## src/rtl/leaf_out_stream_buffer.sv

```systemverilog
// leaf_out_stream_buffer
// First-word-fall-through circular buffer between a user kernel output port
// and leaf_interface. A word pushed on one edge is visible downstream from the
// next cycle. The upstream ready depends only on registered fill state, so no
// combinational path runs from the downstream ack back to the user side.
// Optional build macro: LEAF_OUT_BUF_STATS_EN adds saturating word and stall
// counters on the word_count / stall_count outputs.
module leaf_out_stream_buffer #(
    parameter int PAYLOAD_BITS = 32,
    parameter int DEPTH_BITS   = 4
) (
    input  logic                    clk_user,
    input  logic                    reset_n,
    input  logic                    clear,
    input  logic [PAYLOAD_BITS-1:0] din_user,
    input  logic                    vld_user,
    output logic                    ack_to_user,
    output logic [PAYLOAD_BITS-1:0] din_leaf_user2interface,
    output logic                    vld_user2interface,
    input  logic                    ack_interface2user,
    output logic [DEPTH_BITS:0]     occupancy
`ifdef LEAF_OUT_BUF_STATS_EN
    ,
    output logic [31:0]             word_count,
    output logic [31:0]             stall_count
`endif
);

    localparam int DEPTH = 1 << DEPTH_BITS;
    localparam logic [DEPTH_BITS:0] FULL_COUNT = (DEPTH_BITS+1)'(DEPTH);

    logic [PAYLOAD_BITS-1:0] r_mem [DEPTH];
    logic [DEPTH_BITS-1:0]   r_wr_ptr;
    logic [DEPTH_BITS-1:0]   r_rd_ptr;
    logic [DEPTH_BITS:0]     r_count;
    logic                    w_push;
    logic                    w_pop;

    // Handshakes are qualified by registered fill state only; a full buffer
    // refuses a push even when a pop happens in the same cycle.
    assign ack_to_user             = (r_count != FULL_COUNT);
    assign vld_user2interface      = (r_count != '0);
    assign din_leaf_user2interface = r_mem[r_rd_ptr];
    assign occupancy               = r_count;
    assign w_push                  = vld_user && ack_to_user;
    assign w_pop                   = vld_user2interface && ack_interface2user;

    // Storage array is not reset; its contents are meaningless while empty.
    always_ff @(posedge clk_user) begin
        if (w_push && !clear) begin
            r_mem[r_wr_ptr] <= din_user;
        end
    end

    // Pointers wrap naturally at their width; clear wins over push and pop.
    always_ff @(posedge clk_user or negedge reset_n) begin
        if (!reset_n) begin
            r_wr_ptr <= '0;
            r_rd_ptr <= '0;
            r_count  <= '0;
        end else if (clear) begin
            r_wr_ptr <= '0;
            r_rd_ptr <= '0;
            r_count  <= '0;
        end else begin
            if (w_push) begin
                r_wr_ptr <= r_wr_ptr + DEPTH_BITS'(1);
            end
            if (w_pop) begin
                r_rd_ptr <= r_rd_ptr + DEPTH_BITS'(1);
            end
            case ({w_push, w_pop})
                2'b10:   r_count <= r_count + (DEPTH_BITS+1)'(1);
                2'b01:   r_count <= r_count - (DEPTH_BITS+1)'(1);
                default: r_count <= r_count;
            endcase
        end
    end

`ifdef LEAF_OUT_BUF_STATS_EN
    logic [31:0] r_word_count;
    logic [31:0] r_stall_count;

    assign word_count  = r_word_count;
    assign stall_count = r_stall_count;

    // Saturating counters of delivered words and downstream back-pressure cycles.
    always_ff @(posedge clk_user or negedge reset_n) begin
        if (!reset_n) begin
            r_word_count  <= '0;
            r_stall_count <= '0;
        end else if (clear) begin
            r_word_count  <= '0;
            r_stall_count <= '0;
        end else begin
            if (w_pop && (r_word_count != '1)) begin
                r_word_count <= r_word_count + 32'd1;
            end
            if (vld_user2interface && !ack_interface2user && (r_stall_count != '1)) begin
                r_stall_count <= r_stall_count + 32'd1;
            end
        end
    end
`endif

endmodule
```

## config.mk

```make
export PLATFORM = sky130hd
export DESIGN_NAME = leaf_out_stream_buffer
export DESIGN_NICKNAME = d
export VERILOG_FILES = /design/src/rtl/leaf_out_stream_buffer.sv
export SDC_FILE = /design/constraint.sdc
export NUM_CORES = 1
export LEC_CHECK = 0
export CAP_MARGIN = 20
export CORE_UTILIZATION = 32
export CTS_CLUSTER_DIAMETER = 50
export CTS_CLUSTER_SIZE = 20
export DETAILED_ROUTE_END_ITERATION = 10
export GPL_TIMING_DRIVEN = 0
export PLACE_DENSITY_LB_ADDON = 0.12
export SKIP_CTS_REPAIR_TIMING = 1
export SYNTH_ARGS = -nofsm -noshare
export SYNTH_HDL_FRONTEND = slang
export SYNTH_SLANG_ARGS = --single-unit
```

## constraint.sdc

```tcl
create_clock -name clk_user -period 3.3 [get_ports clk_user]
set_input_delay 0.495 -clock clk_user [delete_from_list [all_inputs] [get_ports clk_user]]
set_output_delay 0.495 -clock clk_user [all_outputs]
set_load 0.1 [all_outputs]
```

==> impl_metrics.json <==
{
  "outcome": "finished with violations",
  "violations": "setup timing",
  "place.gp.congestion": 0.699,
  "clock_path_buffers": 3,
  "ys_seq_area_frac": 0.778,
  "grt_usage": 0.162,
  "async_flop_share": 0.0248,
  "fin_crit_ns": 3.35,
  "drv_slew": 0,
  "clk_pin_slew_worst_paths_ns": 0.06,
  "path_max_fanout": 10,
  "via_per_inst": 4.96,
  "tightest_slew_ns": 0.974,
  "hold_viol_final": 0,
  "top_usage_layer": "met2",
  "syn_inst": 834,
  "crit_arrival_ns": 2.85,
  "ios": 76,
  "fp.coreArea_um2": 62100,
  "synthesis.area_um2": 20200,
  "synth.area.mux_share": 0.181,
  "drt-total-wl_um": 50100,
  "synth-compound-area-share": 0.00967,
  "worstSetupStartpointType": "flip-flop",
  "drtPass1Iterations": 4,
  "ys_seq_elements": 525,
  "synth_top_family_by_area": "multiplexers",
  "synth_edf_count": 512,
  "start_util": 0.325,
  "cap_violations": 0,
  "vias": 9325,
  "drt_drc_violations_left": 0,
  "hold_slack_ns": 0.288,
  "use_met3": 0.0273,
  "fin_skew_ns": 0.0150,
  "end_kind": "output port",
  "required_ns": 2.80,
  "ys.flop_type": "edfxtp_1",
  "power_density_nw_per_um2": 789,
  "clk_latency_ns": 0.61,
  "cts-root-buf": "clkbuf_16",
  "grt_pass1_wl_um": 72800,
  "die_h_um": 253,
  "fin_ws_ns": -0.0484,
  "final_util": 0.402,
  "grt_max_degree": 20,
  "report.power.total_mw": 19.7,
  "numCtsBuffers": 57,
  "slew_headroom": 0.348,
  "finalSetupViolCount": 9,
  "fmax_mhz": 299,
  "die_area_um2": 64100,
  "yosysUniqueCellTypes": 42,
  "detail-route-antenna-nets": 0,
  "p_leak_nw": 7.70,
  "yosys_warnings": 0,
  "dp_hpwl_um": 31100,
  "finalNetCount": 1038,
  "h-tree-depth": 2,
  "drive_above_1_share": 0.370,
  "grt.met2_usage": 0.258,
  "tns_ns": -0.227,
  "drt_iter0_markers": 733,
  "synth_fa_ha_area_frac": 0.00434,
  "synth_xor_area_frac": 0.00304,
  "rows": 91,
  "globalRouteOverflowTotal": 0,
  "grt_pass1_vias": 9958,
  "wl_per_cell_um": 26.6,
  "syn-num-nets": 878,
  "rsz0062_at_grt": "true",
  "syn_to_final_growth_pct": 23.7,
  "hold_class": "primary input to async pin",
  "met1_usage": 0.227,
  "die_w_um": 253,
  "antenna_found_initial": 4,
  "clock_sinks": 525,
  "io_buffers": 75,
  "avgSynthCellArea_um2": 24.2,
  "crit_type": "flip-flop to output port",
  "min_period_over_period": 1.01,
  "ir_worst_vdd_mv": 0.432,
  "synth-simple-area-share": 0.0130,
  "cts_tree": "built"
}
==> critical path: stages (launching register included) <==
cell and delay, ns:
dfrtp_2 0.48, buf_12 0.20, buf_6 0.22, mux4_2 0.53, mux4_2 0.53, buf_4 0.26
==> layout by cell type (no fill, tap or decap), drive strengths merged, types with 2 or more instances in the layout <==
cell type	instances
clkdlybuf4s50	41
or2	2
mux2i	3
dlymetal6s2s	2
xnor2	3
o211ai	4
xor2	4
buf	77
bufinv	9
nor2	28
or3	3
clkbuf	85
mux2	2
ha	7
nand4	2
nand2	9
inv	17
a31oi	2
dfrtp	13
mux4	160
nand3	2
nor2b	3
a21oi	5
clkinv	19
o21ai	6
clkinvlp	6
nor4	2
edfxtp	512
==> path summary, 6_finish.rpt <==
kind,to,start,cells past startpoint,slack [ns]
worst max-delay path,din_leaf_user2interface[12],r_rd_ptr[0],5,-0.05
worst min-delay path,r_wr_ptr[1],reset_n,1,0.29
worst min register to register,r_wr_ptr[1],r_wr_ptr[1],2,0.62
min in group clk_user,r_wr_ptr[1],r_wr_ptr[1],2,0.62
max in group asynchronous,r_rd_ptr[1],reset_n,1,2.55
worst max register to register,r_mem[14][9],occupancy[2],6,0.24
==> Yosys cell counts (2+ instances only) <==
cell type	count	area (um^2)
dfrtp_1	13	325
buf_1	2	7.51
nand2_1	9	33.8
buf_2	17	85.1
a21oi_1	5	25.0
a31oi_1	2	12.5
edfxtp_1	512	15400
inv_1	4	15.0
clkbuf_1	22	82.6
ha_1	7	87.6
nand4_1	2	12.5
xor2_1	4	35.0
mux4_2	160	3600
mux2i_1	3	30.0
nor4_1	2	12.5
o211ai_1	3	22.5
xnor2_1	3	26.3
o21ai_0	6	30.0
buf_6	2	22.5
nor2_1	28	105
or3_1	3	18.8
or2_2	2	12.5
nor2b_1	3	18.8
nand3_1	2	10.0
==> state kept, by name, indices dropped and copies added, names as in the netlist <==
name       flops
occupancy      5
r_mem        512
r_rd_ptr       4
r_wr_ptr       4
==> per-stage QoR <==
stage               cells  instance area, um^2  setup WS, ns
floorplan             834                20200        -0.441
global placement     1746                22000         -2.68
detailed placement   1771                22700         -1.05
CTS                  1878                24800         -1.74
global route         1879                25000        -0.154
finish               1880                25000       -0.0484
==> cells by family after synthesis <==
group	count (synthesis)
AO/OA/AOI/OAI	26
AND/OR/NAND/NOR	56
flip-flops	525
adder cells (fa/ha/maj)	7
buffers and inverters	48
XOR/XNOR	7
multiplexers	165
==> routing by layer <==
layer  vias up  wire length (um)
li1       3946                 -
met1      5103             22800
met2       195             24100
met3        75              2090
met4         6              1030
met5         -                42
==> cell type report <==
cell class / count / area (um^2)
flip-flops and latches: 525 / 15700
clock buffers: 61 / 1480
inverters: 5 / 21.3
multi-input cells: 261 / 4390
plain buffers: 40 / 357
well taps: 837 / 1050
clock inverters: 46 / 592
repair buffers: 104 / 1370
fillers: 5495 / 37100
diodes: 1 / 2.50
==> power by group <==
| group | internal (mW) | switching (mW) | total, mW |
|---|---|---|---|
| combinational | 1.97 | 3.26 | 5.23 |
| sequential | 7.46 | 0.0931 | 7.55 |
| clock | 4.06 | 2.85 | 6.91 |
(Power assumes the default switching activity.)
